<file path="src/rtl/pc_seq_pkg.sv">
// Shared definitions for the program-counter sequencer: control op encoding
// as issued by the decode/control unit.
package pc_seq_pkg;

  localparam int OP_W = 3;

  typedef enum logic [OP_W-1:0] {
    OP_NOP    = 3'd0,
    OP_JUMP   = 3'd1,
    OP_BRANCH = 3'd2,
    OP_CALL   = 3'd3,
    OP_RET    = 3'd4
  } op_e;

endpackage

</file>
<file path="src/rtl/ret_stack.sv">
// Return-address LIFO for pc_seq. The top entry is readable in the same cycle
// so RET can redirect the PC without an extra stall.
module ret_stack
  import pc_seq_pkg::*;
#(
  parameter int WIDTH = 8,
  parameter int DEPTH = 4,
  localparam int DEPTH_W = $clog2(DEPTH + 1)
) (
  input  logic               clk,
  input  logic               reset,
  input  logic               push,
  input  logic               pop,
  input  logic [WIDTH-1:0]   push_data,
  output logic [WIDTH-1:0]   top,
  output logic [DEPTH_W-1:0] depth,
  output logic               full,
  output logic               empty
);

  // Storage is rounded up to a power of two so the pointer slice indexes it exactly.
  localparam int IDX_W = (DEPTH > 1) ? $clog2(DEPTH) : 1;

  logic [WIDTH-1:0]   mem [2**IDX_W];
  logic [DEPTH_W-1:0] depth_reg;
  logic [DEPTH_W-1:0] depth_next;
  logic [DEPTH_W-1:0] top_ptr;
  logic               do_push;
  logic               do_pop;

  assign full    = (depth_reg == DEPTH_W'(DEPTH));
  assign empty   = (depth_reg == '0);
  assign do_push = push && !full;
  assign do_pop  = pop && !empty && !push;
  assign top_ptr = depth_reg - DEPTH_W'(1);
  assign top     = mem[top_ptr[IDX_W-1:0]];
  assign depth   = depth_reg;

  always_comb begin
    depth_next = depth_reg;
    if (do_push) begin
      depth_next = depth_reg + DEPTH_W'(1);
    end else if (do_pop) begin
      depth_next = depth_reg - DEPTH_W'(1);
    end
  end

  always_ff @(posedge clk or posedge reset) begin
    if (reset) begin
      depth_reg <= '0;
    end else begin
      depth_reg <= depth_next;
    end
  end

  // Contents are don't-care after reset, so the array carries no reset.
  always_ff @(posedge clk) begin
    if (do_push) begin
      mem[depth_reg[IDX_W-1:0]] <= push_data;
    end
  end

endmodule

</file>
<file path="src/rtl/pc_seq.sv">
// Program-counter sequencer: step/jump/branch/call/return with a return-address
// stack; drives the instruction-memory address from a registered pc.
module pc_seq
  import pc_seq_pkg::*;
#(
  parameter int ADDR_W     = 8,
  parameter int OFF_W      = 8,
  parameter int STEP       = 1,
  parameter int DEPTH      = 4,
  parameter bit EDGE_INCR  = 1'b1,
  parameter int RESET_ADDR = 0,
  localparam int DEPTH_W   = $clog2(DEPTH + 1)
) (
  input  logic               clk,
  input  logic               reset,
  input  logic               incr,
  input  logic               op_valid,
  input  logic [OP_W-1:0]    op,
  input  logic [ADDR_W-1:0]  target,
  input  logic [OFF_W-1:0]   offset,
  output logic [ADDR_W-1:0]  pc,
  output logic [DEPTH_W-1:0] depth,
  output logic               stack_full,
  output logic               stack_empty,
  output logic               err
);

  logic [ADDR_W-1:0] pc_reg;
  logic [ADDR_W-1:0] pc_next;
  logic              incr_prev_reg;
  logic              err_reg;
  logic              err_next;
  logic              advance;
  logic              push;
  logic              pop;
  logic [ADDR_W-1:0] pc_step;
  logic [ADDR_W-1:0] off_ext;
  logic [ADDR_W-1:0] stack_top;

  assign advance = EDGE_INCR ? (incr && !incr_prev_reg) : incr;
  assign pc_step = pc_reg + ADDR_W'(STEP);
  assign off_ext = ADDR_W'($signed(offset));

  // A recognised op always wins over the advance event and consumes it,
  // even when it fails (CALL on full / RET on empty leave pc untouched).
  always_comb begin
    pc_next  = advance ? pc_step : pc_reg;
    err_next = 1'b0;
    push     = 1'b0;
    pop      = 1'b0;
    if (op_valid) begin
      case (op)
        OP_JUMP:   pc_next = target;
        OP_BRANCH: pc_next = pc_reg + off_ext;
        OP_CALL: begin
          if (stack_full) begin
            pc_next  = pc_reg;
            err_next = 1'b1;
          end else begin
            pc_next = target;
            push    = 1'b1;
          end
        end
        OP_RET: begin
          if (stack_empty) begin
            pc_next  = pc_reg;
            err_next = 1'b1;
          end else begin
            pc_next = stack_top;
            pop     = 1'b1;
          end
        end
        default: ;
      endcase
    end
  end

  always_ff @(posedge clk or posedge reset) begin
    if (reset) begin
      pc_reg        <= ADDR_W'(RESET_ADDR);
      incr_prev_reg <= 1'b0;
      err_reg       <= 1'b0;
    end else begin
      pc_reg        <= pc_next;
      incr_prev_reg <= incr;
      err_reg       <= err_next;
    end
  end

  ret_stack #(
    .WIDTH (ADDR_W),
    .DEPTH (DEPTH)
  ) u_ret_stack (
    .clk       (clk),
    .reset     (reset),
    .push      (push),
    .pop       (pop),
    .push_data (pc_step),
    .top       (stack_top),
    .depth     (depth),
    .full      (stack_full),
    .empty     (stack_empty)
  );

  assign pc  = pc_reg;
  assign err = err_reg;

endmodule
</file>
<file path="config.mk">
export PLATFORM = sky130hd
export DESIGN_NAME = pc_seq
export DESIGN_NICKNAME = d
export VERILOG_FILES = /design/src/rtl/pc_seq_pkg.sv /design/src/rtl/ret_stack.sv /design/src/rtl/pc_seq.sv
export SDC_FILE = /design/constraint.sdc
export NUM_CORES = 1
export LEC_CHECK = 0
export BUFFER_PORTS_ARGS = -buffer_cell sky130_fd_sc_hd__buf_2
export CAP_MARGIN = 40
export CORE_UTILIZATION = 30
export CTS_BUF_LIST = sky130_fd_sc_hd__clkbuf_4
export CTS_CLUSTER_DIAMETER = 50
export CTS_CLUSTER_SIZE = 10
export DETAILED_ROUTE_END_ITERATION = 16
export GPL_ROUTABILITY_DRIVEN = 0
export PLACE_DENSITY = 0.48
export SLEW_MARGIN = 20
export SYNTH_ARGS = -nofsm -noshare
export SYNTH_HDL_FRONTEND = slang
export SYNTH_SLANG_ARGS = --single-unit
export TNS_END_PERCENT = 50
</file>
<file path="constraint.sdc">
create_clock -name clk -period 2.4 [get_ports clk]
set_clock_uncertainty 0.1 [all_clocks]
set_input_delay 0.72 -clock clk [delete_from_list [all_inputs] [get_ports clk]]
set_output_delay 0.72 -clock clk [all_outputs]
set_load 0.01 [all_outputs]
</file>
==> summary.md, run 1 <==
| Metric | Value |
|---|---|
| Clock buffer depth | `2` |
| CP endpoint kind | `primary output` |
| Clock Tree Root | `clkbuf_4` |
| Remaining DRCs | `0` |
| Total gr overflow | `0` |
| Fin. Hold Viols | `0` |
| I/O Pins | `37` |
| Initial Util | `31.68%` |
| Synth unique cells | `52` |
| Initial antenna violation count | `0` |
| Flops & latches, synth | `45` |
| Cells after DPL | `388` |
| Startpoint types | `flop` |
| Post-Syn Instances | `232` |
| Non-filler cells, final | `397` |
| H-tree levels | `2` |
| Crit path cell chain | `inv_1 > ha_2 > nand2b_1 > inv_1 > buf_2` |
| Fill cell count | `846` |
| Most common cell after layout, fill and taps aside | `buf_2` |
| Crit path time final | `2.307 ns` |
| Worst-Margin Slew | `0.5979 ns` |
| Buffers added on ports | `36` |
| Hold-fix buffers, CTS | `0` |
| Delay of the slowest critical-path stage | `0.43 ns` |
| Clk sinks | `45` |
| Hold crit path type | `in -> async` |
| First-pass DRT Iterations | `4` |
| Multiplexer area fraction after synthesis | `6.786%` |
| Synth Area in Simple Gates | `14.56%` |
| P_leak | `1.288 nW` |
| Worst setup path endpoint | `stack_empty` |
| Storage element area | `0.001286 mm²` |
| DR WL/cell | `16.81 µm` |
| Area grow syn2layout | `20.17%` |
| Most frequent CP cell | `inv_1` |
| Relative slew slack | `60.10%` |
| Row count | `33` |
| Tcrit/Tclk final | `96.14%` |
| Crit path from | `u_ret_stack.depth[1]` |
| Cell area after placement | `0.003114 mm²` |
| Peak supply drop | `330.0 µV` |
| CP delay by family, top | `flip-flops` |
| RSZ-0062 raised after global routing | `no` |
| Crit path max fanout | `4` |
| Yosys Warn Count | `0` |
| Post-route cell area | `0.003191 mm²` |
| Vias in the first global route | `1978` |
| Crit path depth | `5` |
| Largest net degree at the start of global routing | `18` |
| # setup viols final | `0` |
| Largest family of logic cells by synthesized area | `compound AO/OA/AOI/OAI gates` |
| Hold slack | `0.2748 ns` |
| Mapped Area | `0.002655 mm²` |
| Worst reg2reg path depth | `6` |
| Drt total wl | `6673 µm` |
| Buffers & Inverters on Critical Path | `3` |
| DR iter-0 viols | `81` |
| Ys async rst share | `28.89%` |
| Total power | `0.002995 W` |
| Post-DP HPWL | `5089 µm` |
| Status | `finished clean` |
| Antenna Cells | `0` |
| CTS tree | `built` |
| Layout cells sized above 1 | `28.42%` |
| Crit Reg-Reg Startpoint | `pc[0]` |
| Compound-Gate Fraction of Synth Area | `15.74%` |
| Synthesized area per cell | `11.44 µm²` |
| Synth Area in Adders | `6.880%` |
| Total Routing Usage GR | `15.59%` |
| PwrDens | `938.7 mW/mm²` |
| Full die area | `0.009230 mm²` |
| Core area | `0.008382 mm²` |
| Die Y | `96.08 µm` |
| EDFF count, synth | `32` |
| Syn Nets | `269` |
| First-pass GRT wire length | `10580 µm` |
| CP Class | `reg -> out` |
| Critical path required time | `1.58 ns` |
| R2R Path End | `pc[6]` |
| Chip Width | `96.08 µm` |
| Reg-to-reg slack, setup | `0.24 ns` |
| CTS clk-pin slew, worst paths | `0.17 ns` |
| Commonest register cell after synthesis | `edfxtp_1` |
| Arrival time worst endpoint | `1.49 ns` |
| Seq/Total Area, Yosys | `48.44%` |
| Max FFs per register | `32` |
| Nets@finish | `328` |
| Final ANT Viol Nets | `0` |
| Final Max Slew Viols | `0` |
| Most frequent cells in the layout | `buf_2 (36), edfxtp_1 (32), buf_4 (25), a21oi_1 (18), o21ai_0 (15)` |
| Vias per cell | `5.116` |
| Final core utilization | `38.07%` |
| Slowest CP cell | `dfrtp_1` |
| Via count | `2031` |
| Later-pin clock latency in the skew report | `0.38 ns` |
| Multi-input logic area | `0.001266 mm²` |
| Num CTS Buffers | `5` |
| Max-cap violations | `0` |
| Xor/xnor share of the synthesized area | `3.629%` |
| Achievable Freq | `0.4334 GHz` |
## worst min path at each step
stage	cells past startpoint	end	start
after CTS	2	pc[6]	reset
after global routing	2	pc[1]	reset
after detailed placement	1	pc[5]	pc[5]
after global placement	1	pc[5]	pc[5]
after floorplan	1	u_ret_stack.depth[2]	u_ret_stack.depth[2]
final	2	pc[1]	reset
## metrics by stage
step	setup TNS, ns	worst slack (ns)
detailed placement	-0.3797	-0.1815
floorplan	0	0.03133
global route	0	0.001731
CTS	0	0.04058
finish	0	0.09275
global placement	-0.2872	-0.1374
## where the power goes
group	switching, W	total [W]	internal [W]
registers	0.000100	0.00110	0.00100
clock network	0.000293	0.000423	0.000130
logic	0.000804	0.00147	0.000665
## cells by family (layout without fill, tap and decap cells)
| kind of cell | Yosys count | count (layout) |
|---|---|---|
| buffers and inverters | 24 | 84 |
| adders and majority gates | 14 | 14 |
| AOI/OAI and AO/OA | 64 | 64 |
| xor gates and xnor gates | 11 | 11 |
| muxes | 8 | 8 |
| and+or+nand+nor | 66 | 66 |
| DFF | 45 | 45 |
## layout make-up
class                           count  share of cell area (%)
Sequential cell                    45                   40.31
Multi-Input combinational cell    163                   39.69
Timing Repair Buffer               62                   12.16
Tap cell                          105                   4.118
Inverter                           14                   1.647
Clock buffer                        5                   1.176
Clock inverter                      3                  0.9020
## cells in the mapped netlist, types with 2 or more instances
cell type,n,area [µm²]
edfxtp_1,32,960.9
a21oi_1,18,90.09
o21ai_0,15,75.07
inv_1,14,52.55
dfrtp_1,13,325.3
ha_1,13,162.7
nand2_1,11,41.29
nand3_1,10,50.05
mux4_2,8,180.2
nor2_1,8,30.03
and3_1,7,43.79
xnor2_1,7,61.31
nor2b_1,6,37.54
a31oi_1,4,25.02
nand4_1,4,25.02
nor3b_1,4,30.03
xor2_1,4,35.03
a211o_1,3,26.28
a211oi_1,3,22.52
and2_1,3,18.77
buf_4,3,22.52
clkbuf_1,3,11.26
o21ai_1,3,15.01
a21o_1,2,15.01
and3b_1,2,17.52
buf_2,2,10.01
nand2b_1,2,12.51
nand3b_1,2,15.01
nor3b_2,2,25.02
o22ai_1,2,12.51
## routing by layer
layer	routed length (µm)	GRT usage [%]
met5	0	0
met4	27	4.104
met3	215	2.765
met2	3294	26.83
met1	3136	20.12
## timing repair
action / in CTS / in global routing
setup endpoints to repair: 0 / 1
resized for setup: 0 / 1
buffers inserted: 0 / 1
Power figures use the tool's default switching activity.
==> run 2, diff against run 1 <==
--- a/config.mk
+++ b/config.mk
@@ -14,6 +14,7 @@
 export DETAILED_ROUTE_END_ITERATION = 16
 export GPL_ROUTABILITY_DRIVEN = 0
 export PLACE_DENSITY = 0.48
+export RECOVER_POWER = 50
 export SLEW_MARGIN = 20
 export SYNTH_ARGS = -nofsm -noshare
 export SYNTH_HDL_FRONTEND = slang
==> run 2 against run 1 <==
Against the previous run: via count is 0.84% lower; critical path depth stayed put; clock-buffer cell count stayed put; register-to-register slack better by 0.02 ns; routed wire length is 0.48% lower; global-route usage stayed put; utilization is 0.16 points lower; combinational power hardly changed; sequential power hardly changed; non-clock buffer count stayed put; worst setup slack worse by 0.00099 ns; cell count stayed put; largest power group unchanged.
==> summary.md, run 2 (synthesis results as in run 1) <==
| Metric | Value |
|---|---|
| Full die area | `0.009230 mm² (unchanged)` |
| Num CTS Buffers | `5 (unchanged)` |
| Core area | `0.008382 mm² (unchanged)` |
| Post-DP HPWL | `5089 µm (unchanged)` |
| First-pass DRT Iterations | `4 (unchanged)` |
| Nets@finish | `328 (unchanged)` |
| Achievable Freq | `0.4332 GHz (was 0.4334 GHz)` |
| Buffers added on ports | `36 (unchanged)` |
| Chip Width | `96.08 µm (unchanged)` |
| Crit path cell chain | `inv_1 > ha_2 > nand2b_1 > inv_1 > buf_2 (unchanged)` |
| Worst reg2reg path depth | `6 (unchanged)` |
| Die Y | `96.08 µm (unchanged)` |
| Clock buffer depth | `2 (unchanged)` |
| Status | `finished clean (unchanged)` |
| Layout cells sized above 1 | `26.71% (was 28.42%)` |
| Antenna Cells | `0 (unchanged)` |
| Hold-fix buffers, CTS | `0 (unchanged)` |
| DR WL/cell | `16.73 µm (was 16.81 µm)` |
| Tcrit/Tclk final | `96.18% (was 96.14%)` |
| Cells after DPL | `388 (unchanged)` |
| Fill cell count | `848 (was 846)` |
| Cell area after placement | `0.003114 mm² (unchanged)` |
| P_leak | `1.268 nW (was 1.288 nW)` |
| Clock Tree Root | `clkbuf_4 (unchanged)` |
| Total internal power | `0.001793 W (was 0.001798 W)` |
| Total power | `0.002991 W (was 0.002995 W)` |
| Sequential power share | `36.9% (was 36.8%)` |
| Max-cap violations | `0 (unchanged)` |
| Peak supply drop | `333.0 µV (was 330.0 µV)` |
| Most common cell after layout, fill and taps aside | `buf_2 (unchanged)` |
| Crit path depth | `5 (unchanged)` |
| Row count | `33 (unchanged)` |
| Largest net degree at the start of global routing | `18 (unchanged)` |
| Relative slew slack | `59.73% (was 60.10%)` |
| Clk sinks | `45 (unchanged)` |
| Total gr overflow | `0 (unchanged)` |
| Vias per cell | `5.073 (was 5.116)` |
| H-tree levels | `2 (unchanged)` |
| Initial antenna violation count | `0 (unchanged)` |
| Crit path time final | `2.308 ns (was 2.307 ns)` |
| Most frequent CP cell | `inv_1 (unchanged)` |
| Crit path max fanout | `4 (unchanged)` |
| Vias in the first global route | `1978 (unchanged)` |
| # setup viols final | `0 (unchanged)` |
| Later-pin clock latency in the skew report | `0.38 ns (about the same)` |
| Non-filler cells, final | `397 (unchanged)` |
| Most frequent cells in the layout | `buf_2 (34), edfxtp_1 (32), buf_4 (22), a21oi_1 (18), o21ai_0 (15) (was buf_2 (36), edfxtp_1 (32), buf_4 (25), a21oi_1 (18), o21ai_0 (15))` |
| Storage element area | `0.001286 mm² (unchanged)` |
| Place WS | `-0.1815 ns (unchanged)` |
| CP Class | `reg -> out (unchanged)` |
| CP delay by family, top | `flip-flops (unchanged)` |
| Drt total wl | `6641 µm (was 6673 µm)` |
| Buffers & Inverters on Critical Path | `3 (unchanged)` |
| Hold slack | `0.2776 ns (was 0.2748 ns)` |
| Total Routing Usage GR | `15.59% (unchanged)` |
| Final WS setup | `0.09177 ns (was 0.09275 ns)` |
| Hold crit path type | `in -> async (unchanged)` |
| I/O Pins | `37 (unchanged)` |
| NetSw | `0.001198 W (was 0.001197 W)` |
| Via count | `2014 (was 2031)` |
| Post-route cell area | `0.003177 mm² (was 0.003191 mm²)` |
| Final ANT Viol Nets | `0 (unchanged)` |
| Startpoint types | `flop (unchanged)` |
| Fin. Hold Viols | `0 (unchanged)` |
| PwrDens | `941.4 mW/mm² (was 938.7 mW/mm²)` |
| Net Sw Frac | `40.06% (was 39.98%)` |
| Area grow syn2layout | `19.65% (was 20.17%)` |
| Remaining DRCs | `0 (unchanged)` |
| First-pass GRT wire length | `10580 µm (unchanged)` |
| Multi-input logic area | `0.001266 mm² (unchanged)` |
| Arrival time worst endpoint | `1.49 ns (about the same)` |
| Clock power frac | `14.1% (about the same)` |
| Worst-Margin Slew | `0.6034 ns (was 0.5979 ns)` |
| Delay of the slowest critical-path stage | `0.43 ns (about the same)` |
| CTS tree | `built (unchanged)` |
| Initial Util | `31.68% (unchanged)` |
| Slowest CP cell | `dfrtp_1 (unchanged)` |
| DR iter-0 viols | `101 (was 81)` |
| CTS clk-pin slew, worst paths | `0.17 ns (about the same)` |
| Max FFs per register | `32 (unchanged)` |
| Final Max Slew Viols | `0 (unchanged)` |
| Combinational power share | `49.0% (about the same)` |
| CP endpoint kind | `primary output (unchanged)` |
| RSZ-0062 raised after global routing | `no (unchanged)` |
| Critical path required time | `1.58 ns (about the same)` |
==> run 2: changes by cell type in the layout (fill, tap and decap cells not counted) <==
cell,change
clkbuf_1,+5
buf_2,-2
buf_4,-3
==> run 2: final cells by class <==
type                            instances  share of cell area, %
Sequential cell                        45                  40.49
Multi-Input combinational cell        163                  39.86
Timing Repair Buffer                   62                  11.78
Tap cell                              105                  4.135
Inverter                               14                  1.654
Clock buffer                            5                  1.182
Clock inverter                          3                 0.9059
==> run 2: power by group through the flow <==
stage / registers [W] / clock network [W] / logic [W]
2_1_floorplan: 0.00116 / 0 / 0.000903
3_3_place_gp: 0.00112 / 0 / 0.00145
3_5_place_dp: 0.00112 / 0 / 0.00146
4_1_cts: 0.00110 / 0.000443 / 0.00147
5_1_grt: 0.00112 / 0.000464 / 0.00164
6_report: 0.00110 / 0.000421 / 0.00147
==> run 2: final timing paths <==
| path | startpoint | to | slack [ns] |
|---|---|---|---|
| hold reg to reg | pc[5] | pc[5] | 0.51 |
| setup reg to reg | pc[0] | pc[6] | 0.26 |
| setup / recovery | u_ret_stack.depth[1] | stack_empty | 0.09 |
| min in group clk | incr | incr_prev_reg | 0.36 |
| hold / removal | reset | pc[1] | 0.28 |
| max in group asynchronous | reset | u_ret_stack.depth[1] | 1.51 |
==> run 2: metal layers <==
| metal | part of all wire [%] | GRT usage [%] | wire, µm | up-vias |
|---|---|---|---|---|
| met2 | 49 | 26.83 | 3237 | 37 |
| met1 | 47 | 20.12 | 3133 | 967 |
| met5 | 0 | 0 | 0 | - |
| met3 | 3.6 | 2.765 | 242 | 2 |
| met4 | 0.41 | 4.104 | 27 | 0 |
| li1 | - | - | - | 1008 |
==> run 2: repair_timing <==
| item | 4_1_cts | 5_1_grt |
|---|---|---|
| buffers inserted | 0 | 1 |
| gates resized for setup | 0 | 1 |
| setup endpoints to repair | 0 | 1 |
==> run 2: metrics by stage <==
stage	setup TNS (ns)	utilization, %
6_report	0	37.90
5_1_grt	0	37.90
4_1_cts	0	37.95
3_5_place_dp	-0.3797	37.15
3_3_place_gp	-0.2872	37.15
2_1_floorplan	0	-
==> run 3, diff against run 2 <==
--- a/config.mk
+++ b/config.mk
@@ -13,6 +13,7 @@
 export CTS_CLUSTER_SIZE = 10
 export DETAILED_ROUTE_END_ITERATION = 16
 export GPL_ROUTABILITY_DRIVEN = 0
+export MAX_ROUTING_LAYER = met4
 export PLACE_DENSITY = 0.48
 export RECOVER_POWER = 50
 export SLEW_MARGIN = 20
==> constraint.sdc (replaced) <==
create_clock -name clk -period 2.6 [get_ports clk]
set_clock_uncertainty 0.1 [all_clocks]
set_input_delay 0.78 -clock clk [delete_from_list [all_inputs] [get_ports clk]]
set_output_delay 0.78 -clock clk [all_outputs]
set_load 0.01 [all_outputs]
==> run 3 against run 2 <==
Against the previous run: via count is 0.65% higher; first-iteration DRC count decreased by 5.9%; cell count fell by 2.8%; sequential share of layout area rose by 0.91 points; flip-flop and latch count stayed put; critical path depth is the same; clock-buffer cell count unchanged; largest power group unchanged; worst setup slack better by 0.12 ns; critical path type unchanged; cell area down 2.2%.
==> summary.md, run 3 (synthesis results as in run 1) <==
| Metric | Value |
|---|---|
| Fin. Hold Viols | `0 (unchanged)` |
| Crit path max fanout | `4 (unchanged)` |
| H-tree levels | `2 (unchanged)` |
| Full die area | `0.009230 mm² (unchanged)` |
| Status | `finished clean (unchanged)` |
| NetSw | `0.001061 W (was 0.001198 W)` |
| Area grow syn2layout | `17.01% (was 19.65%)` |
| Most common cell after layout, fill and taps aside | `buf_2 (unchanged)` |
| Vias in the first global route | `1922 (was 1978)` |
| Chip Width | `96.08 µm (unchanged)` |
| Hold crit path type | `in -> async (unchanged)` |
| Buffers added on ports | `36 (unchanged)` |
| I/O Pins | `37 (unchanged)` |
| Fill cell count | `842 (was 848)` |
| Via count | `2027 (was 2014)` |
| Post-DP HPWL | `4900 µm (was 5089 µm)` |
| Final Max Slew Viols | `0 (unchanged)` |
| Achievable Freq | `0.4189 GHz` |
| Cts repair resizes | `0 (unchanged)` |
| Layout cells sized above 1 | `23.13% (was 26.71%)` |
| Largest net degree at the start of global routing | `15 (was 18)` |
| Row count | `33 (unchanged)` |
| CTS clk-pin slew, worst paths | `0.14 ns (was 0.17 ns)` |
| Cell area after placement | `0.003039 mm² (was 0.003114 mm²)` |
| RSZ-0062 raised after global routing | `no (unchanged)` |
| Peak supply drop | `224.6 µV (was 333.0 µV)` |
| Sequential power share | `37.7% (was 36.9%)` |
| Arrival time worst endpoint | `1.51 ns (was 1.49 ns)` |
| PwrDens | `886.6 mW/mm² (was 941.4 mW/mm²)` |
| CP Class | `reg -> out (unchanged)` |
| Clk sinks | `45 (unchanged)` |
| Nets@finish | `317 (was 328)` |
| P_leak | `1.215 nW (was 1.268 nW)` |
| Slowest CP cell | `dfrtp_1 (unchanged)` |
| Remaining DRCs | `0 (unchanged)` |
| Relative slew slack | `60.43% (was 59.73%)` |
| Worst-Margin Slew | `0.5936 ns (was 0.6034 ns)` |
| Delay of the slowest critical-path stage | `0.43 ns (about the same)` |
| Later-pin clock latency in the skew report | `0.36 ns (was 0.38 ns)` |
| Core area | `0.008382 mm² (unchanged)` |
| Postcts setup bufs | `0 (unchanged)` |
| Tcrit/Tclk final | `91.82%` |
| # setup viols final | `0 (unchanged)` |
| Hold-fix buffers, CTS | `0 (unchanged)` |
| Total internal power | `0.001693 W (was 0.001793 W)` |
| DR WL/cell | `16.55 µm (was 16.73 µm)` |
| First-pass GRT wire length | `9777 µm (was 10580 µm)` |
| Net Sw Frac | `38.53% (was 40.06%)` |
| CP endpoint kind | `primary output (unchanged)` |
| Initial Util | `31.68% (unchanged)` |
| Crit path cell chain | `inv_1 > ha_1 > nand2b_1 > inv_1 > buf_2 (was inv_1 > ha_2 > nand2b_1 > inv_1 > buf_2)` |
| Num CTS Buffers | `5 (unchanged)` |
| Total gr overflow | `0 (unchanged)` |
| Initial antenna violation count | `0 (unchanged)` |
| Drt total wl | `6389 µm (was 6641 µm)` |
| Final setup TNS | `0 ns (unchanged)` |
| Clock power frac | `15.7% (was 14.1%)` |
| Vias per cell | `5.251 (was 5.073)` |
| Clock buffer depth | `2 (unchanged)` |
| DR iter-0 viols | `95 (was 101)` |
| Antenna Cells | `0 (unchanged)` |
| Clock Tree Root | `clkbuf_4 (unchanged)` |
| Most frequent cells in the layout | `buf_2 (33), edfxtp_1 (32), a21oi_1 (18), o21ai_0 (15), inv_1 (14) (was buf_2 (34), edfxtp_1 (32), buf_4 (22), a21oi_1 (18), o21ai_0 (15))` |
| Post-route cell area | `0.003107 mm² (was 0.003177 mm²)` |
| CTS tree | `built (unchanged)` |
| Max FFs per register | `32 (unchanged)` |
| Max-cap violations | `0 (unchanged)` |
| Most frequent CP cell | `inv_1 (unchanged)` |
| Critical path required time | `1.72 ns (was 1.58 ns)` |
| Total Routing Usage GR | `15.03% (was 15.59%)` |
| Die Y | `96.08 µm (unchanged)` |
| Combinational power share | `46.6% (was 49.0%)` |
| Startpoint types | `flop (unchanged)` |
| First-pass DRT Iterations | `4 (unchanged)` |
| Final ANT Viol Nets | `0 (unchanged)` |
| Crit path time final | `2.387 ns` |
-- run 3: cell types whose count changed in the layout (fill, tap and decap cells not counted), sizes merged --
cell	change
clkinvlp	+1
bufinv	+1
buf	-11
clkinv	+1
inv	-3
-- run 3: layout make-up --
| type | instances | area (µm²) | area share (%) |
|---|---|---|---|
| clock buffer | 5 | 37.54 | 1.208 |
| inverter | 14 | 52.55 | 1.692 |
| timing repair buffer | 51 | 294.0 | 9.464 |
| tap | 105 | 131.4 | 4.229 |
| multi-input combinational | 163 | 1264 | 40.68 |
| clock inverter | 3 | 41.29 | 1.329 |
| sequential | 45 | 1286 | 41.40 |
-- run 3: final timing paths --
check                                     startpoint                   end  slack (ns)  cells past startpoint
worst min register to register  u_ret_stack.depth[2]  u_ret_stack.depth[2]        0.51                      1
max in group asynchronous                      reset  u_ret_stack.depth[1]        1.67                      2
worst max register to register  u_ret_stack.depth[2]                 pc[1]        0.32                      6
min in group clk                                incr         incr_prev_reg        0.45                      1
worst min-delay path                           reset                 pc[6]        0.35                      2
worst max-delay path            u_ret_stack.depth[1]           stack_empty        0.21                      5
-- run 3: power by group through the flow --
stage	sequential [W]	clock, W	combinational (W)
floorplan	0.00107	0	0.000833
global placement	0.00105	0	0.00129
detailed placement	0.00105	0	0.00129
CTS	0.00104	0.000451	0.00129
global route	0.00105	0.000479	0.00142
finish	0.00104	0.000432	0.00128
-- run 3: worst max-delay path, delay by kind of cell (launching register included) --
family	cells	cell delay, ns
DFF	1	0.43
and+or+nand+nor	1	0.13
adders and majority gates	1	0.25
buffers and inverters	3	0.35
-- run 3: per-stage QoR --
step	cells	utilization [%]	setup slack (ns)	hold WS (ns)	power (W)
floorplan	232	-	0.1713	0.4840	0.001904
global placement	378	36.26	-0.004967	0.4842	0.002347
detailed placement	378	36.26	-0.03119	0.4822	0.002340
CTS	386	37.20	0.1806	0.3538	0.002782
global route	386	37.07	0.04898	0.3633	0.002948
finish	386	37.07	0.2126	0.3470	0.002754
-- run 3: routing by layer --
layer | routed length [µm] | track usage (%)
met3 | 318 | 2.923
met2 | 3148 | 25.12
met5 | 0 | -
met4 | 46 | 4.229
met1 | 2876 | 18.50
